`src/rtl/pushbutton_alu_pkg.sv`:
```
// -----------------------------------------------------------------------------
// pushbutton_alu_pkg
//   Shared definitions for the pushbutton ALU: the operation-mode encoding and
//   the mode-selection rule applied when synchronized button edges arrive.
//
//   Contents:
//     MODE_W        width of the mode register
//     mode_t        MODE_AND=0, MODE_ADD=1, MODE_XOR=2 (2'b11 is never encoded)
//     select_mode   next mode from the current mode and the two edge pulses
// -----------------------------------------------------------------------------
package pushbutton_alu_pkg;

    localparam int MODE_W = 2;

    typedef enum logic [MODE_W-1:0] {
        MODE_AND = 2'd0,
        MODE_ADD = 2'd1,
        MODE_XOR = 2'd2
    } mode_t;

    // Both buttons rising on the same cycle selects XOR; a single edge selects
    // that button's operation; no edge holds the current mode. An unencoded
    // current value is folded back to AND so the register self-corrects.
    function automatic mode_t select_mode(input mode_t cur,
                                          input logic  left_rise,
                                          input logic  right_rise);
        mode_t held;
        case (cur)
            MODE_AND, MODE_ADD, MODE_XOR: held = cur;
            default:                      held = MODE_AND;
        endcase

        if (left_rise && right_rise) begin
            return MODE_XOR;
        end else if (left_rise) begin
            return MODE_AND;
        end else if (right_rise) begin
            return MODE_ADD;
        end
        return held;
    endfunction

endpackage

```
`src/rtl/pushbutton_alu_button_sync.sv`:
```
// -----------------------------------------------------------------------------
// button_edge_sync
//   Brings one asynchronous pushbutton into the clk domain through a chain of
//   SYNC_STAGES flops, then flags the first cycle the synchronized level is
//   high after having been low.
//
//   Ports:
//     clk     rising-edge clock
//     reset   asynchronous active-high reset; clears the chain and edge flop
//     button  raw asynchronous button level
//     rise    one-cycle pulse per low-to-high transition of the synced level
// -----------------------------------------------------------------------------
module button_edge_sync #(
    parameter int SYNC_STAGES = 2
) (
    input  logic clk,
    input  logic reset,
    input  logic button,
    output logic rise
);

    logic [SYNC_STAGES-1:0] sync;
    logic                   prev;

    always_ff @(posedge clk or posedge reset) begin
        if (reset) begin
            sync <= '0;
            prev <= 1'b0;
        end else begin
            sync <= {sync[SYNC_STAGES-2:0], button};
            prev <= sync[SYNC_STAGES-1];
        end
    end

    // Decoded from flops only, so the raw button never reaches logic
    // combinationally. Clearing prev in reset makes a button held through
    // reset release look like a fresh press.
    assign rise = sync[SYNC_STAGES-1] & ~prev;

endmodule

```
`src/rtl/pushbutton_alu.sv`:
```
// -----------------------------------------------------------------------------
// pushbutton_alu
//   Small registered ALU whose operation is chosen by two pushbuttons:
//   left selects AND, right selects ADD, both on the same cycle select XOR.
//   Each in_valid cycle produces one registered result one cycle later.
//
//   Parameters:
//     WIDTH        operand/result width (1..32)
//     SYNC_STAGES  button synchronizer depth (2..4)
//
//   Ports:
//     clk               rising-edge clock
//     reset             asynchronous active-high reset
//     left_pushbutton   async button, rising edge selects AND
//     right_pushbutton  async button, rising edge selects ADD
//     A, B              operands
//     in_valid          operands valid this cycle
//     out               registered result
//     carry             registered ADD carry-out (0 for AND/XOR)
//     out_valid         one-cycle pulse marking a new result
//     mode              current operation register
// -----------------------------------------------------------------------------
module pushbutton_alu
    import pushbutton_alu_pkg::*;
#(
    parameter int WIDTH       = 4,
    parameter int SYNC_STAGES = 2
) (
    input  logic              clk,
    input  logic              reset,
    input  logic              left_pushbutton,
    input  logic              right_pushbutton,
    input  logic [WIDTH-1:0]  A,
    input  logic [WIDTH-1:0]  B,
    input  logic              in_valid,
    output logic [WIDTH-1:0]  out,
    output logic              carry,
    output logic              out_valid,
    output logic [MODE_W-1:0] mode
);

    logic  left_rise;
    logic  right_rise;
    mode_t mode_q;
    mode_t mode_next;
    logic [WIDTH:0] result;

    // Carry rides in the top bit; only ADD can set it. Any unencoded mode
    // value falls through to AND.
    function automatic logic [WIDTH:0] alu_eval(input mode_t            m,
                                                input logic [WIDTH-1:0] a,
                                                input logic [WIDTH-1:0] b);
        logic [WIDTH:0] r;
        case (m)
            MODE_ADD: r = {1'b0, a} + {1'b0, b};
            MODE_XOR: r = {1'b0, a ^ b};
            default:  r = {1'b0, a & b};
        endcase
        return r;
    endfunction

    button_edge_sync #(
        .SYNC_STAGES (SYNC_STAGES)
    ) u_left_sync (
        .clk    (clk),
        .reset  (reset),
        .button (left_pushbutton),
        .rise   (left_rise)
    );

    button_edge_sync #(
        .SYNC_STAGES (SYNC_STAGES)
    ) u_right_sync (
        .clk    (clk),
        .reset  (reset),
        .button (right_pushbutton),
        .rise   (right_rise)
    );

    always_comb begin
        mode_next = mode_q;
        mode_next = select_mode(mode_q, left_rise, right_rise);
    end

    // The operation uses mode_q, i.e. the mode before any update landing on
    // the same edge, so a press never retroactively changes an operation.
    always_comb begin
        result = '0;
        result = alu_eval(mode_q, A, B);
    end

    always_ff @(posedge clk or posedge reset) begin
        if (reset) begin
            mode_q <= MODE_AND;
        end else begin
            mode_q <= mode_next;
        end
    end

    always_ff @(posedge clk or posedge reset) begin
        if (reset) begin
            out       <= '0;
            carry     <= 1'b0;
            out_valid <= 1'b0;
        end else begin
            out_valid <= in_valid;
            if (in_valid) begin
                out   <= result[WIDTH-1:0];
                carry <= result[WIDTH];
            end
        end
    end

    assign mode = mode_q;

endmodule

```
`config.mk`:
```
export PLATFORM = sky130hd
export DESIGN_NAME = pushbutton_alu
export DESIGN_NICKNAME = d
export VERILOG_FILES = /design/src/rtl/pushbutton_alu_pkg.sv /design/src/rtl/pushbutton_alu_button_sync.sv /design/src/rtl/pushbutton_alu.sv
export SDC_FILE = /design/constraint.sdc
export NUM_CORES = 1
export LEC_CHECK = 0
export ABC_CLOCK_PERIOD_IN_PS = 2000
export BUFFER_PORTS_ARGS = -buffer_cell sky130_fd_sc_hd__buf_2
export CAP_MARGIN = 0
export CORE_MARGIN = 3
export CORE_UTILIZATION = 45
export CTS_CLUSTER_DIAMETER = 40
export DETAILED_ROUTE_END_ITERATION = 10
export PLACE_DENSITY = 0.73
export RECOVER_POWER = 25
export SYNTH_ARGS = -nofsm -noshare
export SYNTH_HDL_FRONTEND = slang
export SYNTH_HIERARCHICAL = 1
export SYNTH_SLANG_ARGS = --single-unit
```
`constraint.sdc`:
```
create_clock -name clk -period 2 [get_ports clk]
set_input_delay 0.5 -clock clk [delete_from_list [all_inputs] [get_ports clk]]
set_output_delay 0.5 -clock clk [all_outputs]
set_load 0.01 [all_outputs]
```
After elaboration in Yosys (flattened, before gate mapping)
Index checks and enable logic that the tools add are counted.
- flip-flop bits (word level): 14
- input bits: 13
- word-level logic and storage cells: 30
- bitwise gates (word level): 6
- equality and inequality tests: 3
- multiplexer cells: 9
- reduce and logical (&&, ||, !) cells: 3
- add/sub/neg operators: 1
- operator list (cell ; count):
    $mux 2 ; 5
    $pmux 5 s2 ; 1
    $add 4x4->5 ; 1
    $and 4x4->4 ; 1
    $xor 4x4->4 ; 1
    $mux 1 ; 3
    $reduce_or 3->1 ; 1
    $and 1x1->1 ; 2
    $eq 2x1->1 const B ; 1
    $eq 2x2->1 const B ; 1
    $logic_not 2->1 ; 1
    $ne 2x2->1 const B ; 1
    $not 1->1 ; 2
    $logic_and 1x1->1 ; 1

Logic depth before layout (Yosys ltp)
Gate-level depths: netlist (run 1).
- word-level depth: 6
- depth in mapped cells: 7
- gate-level depth less buffers: 7

By module
The synthesis (run 1) kept the hierarchy.
- modules (own cells, without submodules) (module ; times used ; sequential area each (µm²) ; cells an instance ; area each (µm²)):
    pushbutton_alu ; 1 ; 200.2 ; 62 ; 550.5
    button_edge_sync ; 2 ; 75.1 ; 5 ; 92.6

Worst setup path after synthesis (run 1)
OpenSTA, ideal clock, no wires.
- kind: input to register
- start: in A[0]
- end: reg out[2]
- stages: 7
- setup time: 0.125 ns
- arrival: 1.707 ns
- slack: 0.168 ns
- cell sequence: ha_1 > inv_1 > fa_1 > a21o_1 > a21oi_1 > o21ai_0 > mux2_2
- word-level cells in the longest chain between the ends: 2
- ends and longest elaborated chain (what ; RTL line ; source):
    start: declaration ; pushbutton_alu.sv:33 ; input logic [WIDTH-1:0] A,
    $add 4x4->5 ; pushbutton_alu.sv:55 ; MODE_ADD: r = {1'b0, a} + {1'b0, b};
    $pmux 5 s2 ; pushbutton_alu.sv:54 ; case (m)
    end signal: assignment ; pushbutton_alu.sv:108 ; out <= result[WIDTH-1:0];
    end: declaration ; pushbutton_alu.sv:36 ; output logic [WIDTH-1:0] out,
Every way passes these cells.
A chain may end at the register's enable or synchronous reset.

Final worst setup path (run 1)
Ends and elaborated chain as after synthesis.

==> flow_metrics.py, run 1 <==
metrics = {
    "status": {
        "status": "finished clean",
    },
    "detailed_routing": {
        "via_count": 568,
        "ant_nets": 0,
        "viasPerCell": 5.21,
        "drc_errors": 0,
        "firstDrtPassIters": 4,
        "wl_um": 1330,
        "wl_per_cell_um": 12.2,
        "drt_iter0_markers": 7,
    },
    "grt": {
        "gr-total-overflow": 0,
        "grt_max_degree": 10,
        "antenna_found_initial": 0,
        "grt_pass1_wl_um": 2220,
        "grtUsageTotal_pct": 14.7,
        "grt_pass1_vias": 525,
    },
    "clock_network": {
        "cts_num_sinks": 14,
        "holdBufCountCts": 0,
        "cts-resized-gates": 0,
        "clkLatencyLatePin_ps": 280,
        "cts_setup_buffers": 0,
        "cts_root_buf": "clkbuf_4",
        "clk_pin_slew_ps": 80,
        "clockBufferDepth": 2,
        "cts_tree": "yes",
        "ctsHtreeMaxLevel": 1,
        "cts_inserted_buffers": 3,
    },
    "critical_path": {
        "r2r-start": "mode[0]",
        "critical_path_class": "in -> reg",
        "cp-start-kind": "input port",
        "max_stage_delay_ps": 420,
        "cpLargestDelayFamily": "adder cells",
        "path_cells": "buf_2 > ha_1 > inv_1 > fa_1 > a21o_1 > a21oi_1 > o21ai_0 > mux2_2",
        "crit_fanout": 3,
        "cp.required_ps": 2170,
        "critPathBufInv": 2,
        "critPathCaptureType": "flop",
        "critPathSlowestCell": "fa_1",
        "worstPathArrival_ps": 1920,
        "setup.worst_path.start": "A[0]",
    },
    "worst_hold_path": {
        "hp-class": "in -> async",
    },
    "floorplanning": {
        "die_x_um": 46.4,
        "placementRows": 13,
        "ioPinCount": 21,
        "start_util_pct": 52.0,
        "die_height_um": 46.4,
        "dieArea_um2": 2160,
        "core_um2": 1420,
    },
    "synthesis": {
        "synth-seq-cells": 14,
        "syn_inst": 72,
        "synth.avg_cell_area_um2": 10.2,
        "synth.net_count": 93,
        "seq_area_frac_synth_pct": 47.6,
        "synth_cell_types": 22,
        "synth.yosys.warnings": 6,
        "syn-cell-area_um2": 736,
    },
    "timing": {
        "final-hold-violation-count": 0,
        "setup_tns_ps": 0,
        "timing.final.crit_share_pct": 87.7,
        "fin_crit_ps": 1750,
        "rsz0062_at_grt": "no",
        "clock_skew_ps": 3.60,
        "timing.final.ws_setup_ps": 247,
        "finalSetupViolations": 0,
        "fmax_mhz": 570,
        "tightest_slew_ps": 310,
        "maxSlewHeadroom_pct": 79.3,
        "slew_viol_final": 0,
    },
    "pwr": {
        "power.leakage_nw": 0.484,
        "power_density_nw_per_um2": 765,
        "ir_worst_vdd_v": 0.000465,
    },
    "final_layout": {
        "area_delta_synth_final_pct": 19.9,
        "fin_cells": 109,
        "final_common_cell": "buf_2",
        "final_cell_area_um2": 882,
        "diodes": 0,
        "regArea_um2": 350,
        "multi_input_area_um2": 333,
        "final_nets": 116,
        "fillCellCount": 128,
        "drive_gt1_share_pct": 30.9,
        "final_cell_mix": "19 x buf_2, 14 x dfrtp_1, 12 x inv_1",
        "fin_util_pct": 62.3,
    },
    "job": {
        "cap_violations": 0,
    },
    "placed_design": {
        "gp_congestion": 0.797,
        "port-buffer-count": 20,
        "dp_hpwl_um": 1070,
        "pre_cts_ws_ps": -33.1,
        "placed_cells": 105,
        "placed_cell_area_um2": 847,
    },
}
[worst paths after layout]
path                       depth (start not counted)  slack [ps]              endpoint
max in group asynchronous                          2        1600               mode[0]
min in group clk                                   1         330  u_right_sync/sync[0]
max reg2reg                                        6         540                out[2]
min                                                2          80     u_right_sync/prev
min reg2reg                                        0         360  u_right_sync/sync[1]
max                                                8         250                out[2]
[layout make-up]
cell class	count	area share (%)
timing repair buffer	20	11.2
inverter	12	5.11
sequential	14	39.7
clock buffer	4	4.11
multi-input combinational	44	37.7
tap	15	2.13
[synth_stat cells]
cell type,number,area [um^2]
mux2_2,2,22.5
nor2_1,5,18.8
a22oi_1,1,7.51
nor3b_1,1,7.51
fa_1,1,20.0
clkbuf_1,2,7.51
dfrtp_1,14,350
a21oi_1,5,25.0
a21o_1,2,15.0
nor2b_1,1,6.26
a21o_2,2,17.5
ha_1,7,87.6
inv_1,12,45.0
o211ai_1,1,7.51
and3_1,1,6.26
a31oi_1,1,6.26
nor2b_4,2,27.5
nor4_1,1,6.26
or3_1,1,6.26
o22ai_1,1,6.26
o21ai_0,4,20.0
nand2_1,5,18.8
[per-stage QoR]
stage                     hold slack (ps)  total power [mW]
after floorplan                       254             0.429
after global placement                332             0.479
after detailed placement              342             0.484
after CTS                            87.7             0.682
after global routing                 97.7             0.714
final                                84.5             0.675
[worst reg2reg max path: cells and delay by family, from the launching register on]
kind | cells | cell delay (ps)
buf+inv | 1 | 60
flops | 1 | 420
fa+ha+maj | 1 | 240
compound gates | 3 | 370
mux | 1 | 260
[power by group]
| group | switching (mW) | internal (mW) |
|---|---|---|
| combinational | 0.0819 | 0.0705 |
| clock | 0.0869 | 0.111 |
| sequential | 0.0158 | 0.309 |
[cell families after synthesis]
family	Yosys count	synth area share, %
buffers and inverters	14	7.14
AND/OR/NAND/NOR	17	13.3
multiplexers	2	3.06
AO/OA/AOI/OAI	17	14.3
flip-flops	14	47.6
adder cells (fa/ha/maj)	8	14.6
[registers in the layout (all words and copies together) (netlist names)]
name	count
u_left_sync/prev	1
u_left_sync/sync	2
u_right_sync/sync	2
out_valid	1
carry	1
mode	2
u_right_sync/prev	1
out	4
[metal layers]
metal	vias up	global-route usage (%)	share of wire, %
met5	-	0	0
met4	0	3.41	0
met3	0	4.69	8.6
met2	21	23.6	49
met1	266	19.2	42
li1	281	-	-
Power figures use the tool's default switching activity.
==> run 2, diff against run 1 <==
MAX_ROUTING_LAYER = met4   (was default)
==> flow_metrics.py, run 2 (synthesis results as in run 1) <==
metrics = {
    "status": {
        "status": "finished clean",
    },
    "floorplanning": {
        "core_um2": 1420,
        "ioPinCount": 21,
        "die_x_um": 46.4,
        "start_util_pct": 52.0,
        "die_height_um": 46.4,
        "placementRows": 13,
        "dieArea_um2": 2160,
    },
    "pwr": {
        "power_density_nw_per_um2": 765,
        "power.leakage_nw": 0.484,
        "ir_worst_vdd_v": 0.000465,
    },
    "clock_network": {
        "clk_pin_slew_ps": 80,
        "cts_root_buf": "clkbuf_4",
        "cts-resized-gates": 0,
        "cts_inserted_buffers": 3,
        "clkLatencyLatePin_ps": 280,
        "cts_num_sinks": 14,
        "holdBufCountCts": 0,
        "ctsHtreeMaxLevel": 1,
        "cts_setup_buffers": 0,
        "cts_tree": "yes",
        "clockBufferDepth": 2,
    },
    "critical_path": {
        "critical_path_class": "in -> reg",
        "cp-start-kind": "input port",
        "worstPathArrival_ps": 1930,
        "rrSetupSlack_ps": 540,
        "cp.required_ps": 2170,
        "crit_fanout": 3,
        "critPathCaptureType": "flop",
    },
    "placed_design": {
        "dp_hpwl_um": 1070,
        "port-buffer-count": 20,
        "gp_congestion": 0.809,
        "placed_cells": 105,
    },
    "final_layout": {
        "drive_gt1_share_pct": 30.9,
        "diodes": 0,
        "top_register": "out",
        "final_cell_mix": "19 x buf_2, 14 x dfrtp_1, 12 x inv_1",
        "fin_cells": 109,
        "area_delta_synth_final_pct": 19.9,
        "largest_reg_flops": 4,
        "final_nets": 116,
        "final_common_cell": "buf_2",
    },
    "timing": {
        "fmax_mhz": 568,
        "final-hold-violation-count": 0,
        "rsz0062_at_grt": "no",
        "clock_skew_ps": 3.60,
        "finalSetupViolations": 0,
        "fin_crit_ps": 1760,
        "timing.final.crit_share_pct": 88.0,
        "slew_viol_final": 0,
        "maxSlewHeadroom_pct": 79.3,
        "tightest_slew_ps": 310,
        "fin_hold_ws_ps": 84.5,
    },
    "grt": {
        "antenna_found_initial": 0,
        "grt_pass1_vias": 525,
        "grtUsageTotal_pct": 15.1,
        "grt_pass1_wl_um": 2230,
        "gr-total-overflow": 0,
        "grt_max_degree": 10,
    },
    "detailed_routing": {
        "ant_nets": 0,
        "drc_errors": 0,
        "wl_um": 1330,
        "viasPerCell": 5.22,
        "drt_iter0_markers": 7,
        "wl_per_cell_um": 12.2,
        "via_count": 569,
        "firstDrtPassIters": 4,
    },
    "worst_hold_path": {
        "hp-class": "in -> async",
    },
    "job": {
        "cap_violations": 0,
    },
}
run 2: cell counts in the layout (fill, tap and decap cells not counted):
No cell type changed its count.
run 2: final cells by class:
type                    instances  area [um^2]
repair buffers                 20         98.8
multi-input cells              44          333
clock buffers                   4         36.3
flip-flops and latches         14          350
inverters                      12         45.0
fillers                       128          533
well taps                      15         18.8
run 2: worst paths after layout:
path                                            from                    to  depth (start not counted)
worst max-delay path                            A[0]                out[2]                          8
worst min-delay path                           reset     u_right_sync/prev                          2
worst max register to register               mode[0]                out[2]                          6
worst min register to register  u_right_sync/sync[0]  u_right_sync/sync[1]                          0
max in group asynchronous                      reset               mode[0]                          2
min in group clk                    right_pushbutton  u_right_sync/sync[0]                          1
run 2: metal layers:
metal	up-vias	share of wire, %	global-route usage [%]
li1	281	-	-
met3	0	8.3	4.69
met5	-	0	-
met4	0	0	3.41
met2	19	49	23.6
met1	269	43	19.2
run 2: through the flow:
step | power, mW | TNS [ps] | instance area [um^2] | setup slack, ps | util [%]
floorplan | 0.429 | 0 | 736 | 168 | -
detailed placement | 0.484 | -33.1 | 847 | -33.1 | 59.9
finish | 0.675 | 0 | 882 | 240 | 62.3
global route | 0.714 | 0 | 882 | 185 | 62.3
global placement | 0.479 | 0 | 847 | 41.4 | 59.9
CTS | 0.682 | 0 | 883 | 266 | 62.4
run 2: power breakdown:
| group | leakage (nW) | total [mW] | switching (mW) | internal, mW |
|---|---|---|---|---|
| clock | 0.0210 | 0.198 | 0.0869 | 0.111 |
| sequential | 0.171 | 0.325 | 0.0158 | 0.309 |
| combinational | 0.292 | 0.153 | 0.0821 | 0.0705 |
run 2: worst max-delay path: stages:
cell     delay, ps
buf_2           90
ha_1           190
inv_1           70
fa_1           420
a21o_1         190
a21oi_1        130
o21ai_0         80
mux2_2         260
==> run 3, diff against run 2 <==
CELL_PAD_IN_SITES_DETAIL_PLACEMENT = 1   (was default)
CELL_PAD_IN_SITES_GLOBAL_PLACEMENT = 1   (was default)
CORE_UTILIZATION = 37   (was 45)
PLACE_DENSITY = 0.77   (was 0.73)
==> flow_metrics.py, run 3 (synthesis results as in run 1) <==
metrics = {
    "timing": {
        "slew_viol_final": 0,
        "clock_skew_ps": 2.18,
        "maxSlewHeadroom_pct": 78.7,
        "timing.final.crit_share_pct": 85.5,
        "fin_hold_ws_ps": 91.4,
        "setup_tns_ps": 0,
        "rsz0062_at_grt": "no",
        "timing.final.ws_setup_ps": 291,
        "tightest_slew_ps": 319,
        "finalSetupViolations": 0,
        "fin_crit_ps": 1710,
        "fmax_mhz": 585,
        "final-hold-violation-count": 0,
    },
    "clock_network": {
        "clk_pin_slew_ps": 80,
        "clkLatencyLatePin_ps": 270,
        "cts_tree": "yes",
        "holdBufCountCts": 0,
        "clockBufferDepth": 2,
        "cts_setup_buffers": 0,
        "cts_num_sinks": 14,
        "cts_inserted_buffers": 3,
        "cts_root_buf": "clkbuf_4",
        "cts-resized-gates": 0,
        "ctsHtreeMaxLevel": 1,
    },
    "critical_path": {
        "worstPathArrival_ps": 1870,
        "critical_path_class": "in -> reg",
        "rrSetupSlack_ps": 530,
        "r2r.worst_path.cells": 6,
        "cp-start-kind": "input port",
        "crit_fanout": 3,
        "r2r-start": "mode[0]",
        "timing.rr.end": "out[2]",
        "cp.required_ps": 2160,
        "critPathCaptureType": "flop",
    },
    "placed_design": {
        "placed_cell_area_um2": 867,
        "gp_congestion": 0.754,
        "dp_hpwl_um": 1310,
        "port-buffer-count": 20,
        "pre_cts_ws_ps": -4.47,
    },
    "grt": {
        "grt_pass1_vias": 628,
        "grt_max_degree": 10,
        "gr-total-overflow": 0,
        "grt_pass1_wl_um": 2550,
        "grtUsageTotal_pct": 14.0,
        "antenna_found_initial": 0,
    },
    "pwr": {
        "ir_worst_vdd_v": 0.000388,
        "power.leakage_nw": 0.489,
        "power_density_nw_per_um2": 753,
    },
    "floorplanning": {
        "die_height_um": 50.6,
        "ioPinCount": 21,
        "placementRows": 15,
        "dieArea_um2": 2560,
        "die_x_um": 50.6,
        "start_util_pct": 40.8,
        "core_um2": 1800,
    },
    "final_layout": {
        "drive_gt1_share_pct": 31.6,
        "fillCellCount": 226,
        "diodes": 0,
        "fin_util_pct": 50.1,
        "final_nets": 117,
        "final_cell_mix": "19 x buf_2, 14 x dfrtp_1, 12 x inv_1",
        "largest_reg_flops": 4,
        "final_common_cell": "buf_2",
        "area_delta_synth_final_pct": 22.6,
        "final_cell_area_um2": 902,
        "top_register": "out",
    },
    "worst_hold_path": {
        "hp-class": "in -> async",
    },
    "detailed_routing": {
        "drc_errors": 0,
        "drt_iter0_markers": 7,
        "wl_um": 1550,
        "wl_per_cell_um": 12.9,
        "ant_nets": 0,
        "firstDrtPassIters": 2,
        "viasPerCell": 4.80,
        "via_count": 576,
    },
    "job": {
        "cap_violations": 0,
    },
    "status": {
        "status": "finished clean",
    },
}
==> run 3: changes by cell type in the layout (fill, tap and decap cells not counted) <==
| cell | previous run | this run |
|---|---|---|
| buf_4 | 0 | 1 |
==> run 3: metal layers <==
metal	GRT usage, %	routed length [um]
met1	14.3	608
met2	24.1	838
met3	5.34	74
met4	5.38	29
met5	-	0
==> run 3: how the worst max path moves through the flow <==
stage | depth (start not counted) | to | from | slack (ps)
global route | 9 | out[2] | A[0] | 190
global placement | 8 | out[2] | A[0] | 40
finish | 8 | out[2] | A[0] | 290
detailed placement | 8 | out[2] | A[0] | -4
floorplan | 7 | out[2] | A[0] | 170
CTS | 8 | out[2] | A[0] | 290
==> run 3: area by class of cell <==
type / instances / area (um^2) / share of cell area (%)
Sequential cell: 14 / 350 / 38.8
Timing Repair Buffer: 21 / 106 / 11.8
Clock buffer: 4 / 36.3 / 4.02
Tap cell: 25 / 31.3 / 3.47
Inverter: 12 / 45.0 / 4.99
Multi-Input combinational cell: 44 / 333 / 36.9
==> run 3: power by group <==
part           switching (mW)  internal, mW  leakage (nW)
logic                  0.0853        0.0725         0.297
clock network          0.0849         0.111        0.0210
registers              0.0168         0.309         0.171
total                   0.187         0.492         0.489
==> run 3: worst max-delay path, stage by stage <==
cell and delay (ps):
buf_2 90, ha_1 180, inv_1 60, fa_1 380, a21o_1 190, a21oi_1 130
o21ai_0 80, mux2_2 270
==> run 3: stage by stage <==
stage                     total power [mW]  std cells
after floorplan                      0.429         72
after global placement               0.484        116
after detailed placement             0.492        116
after CTS                            0.691        120
after global routing                 0.726        120
final                                0.679        120
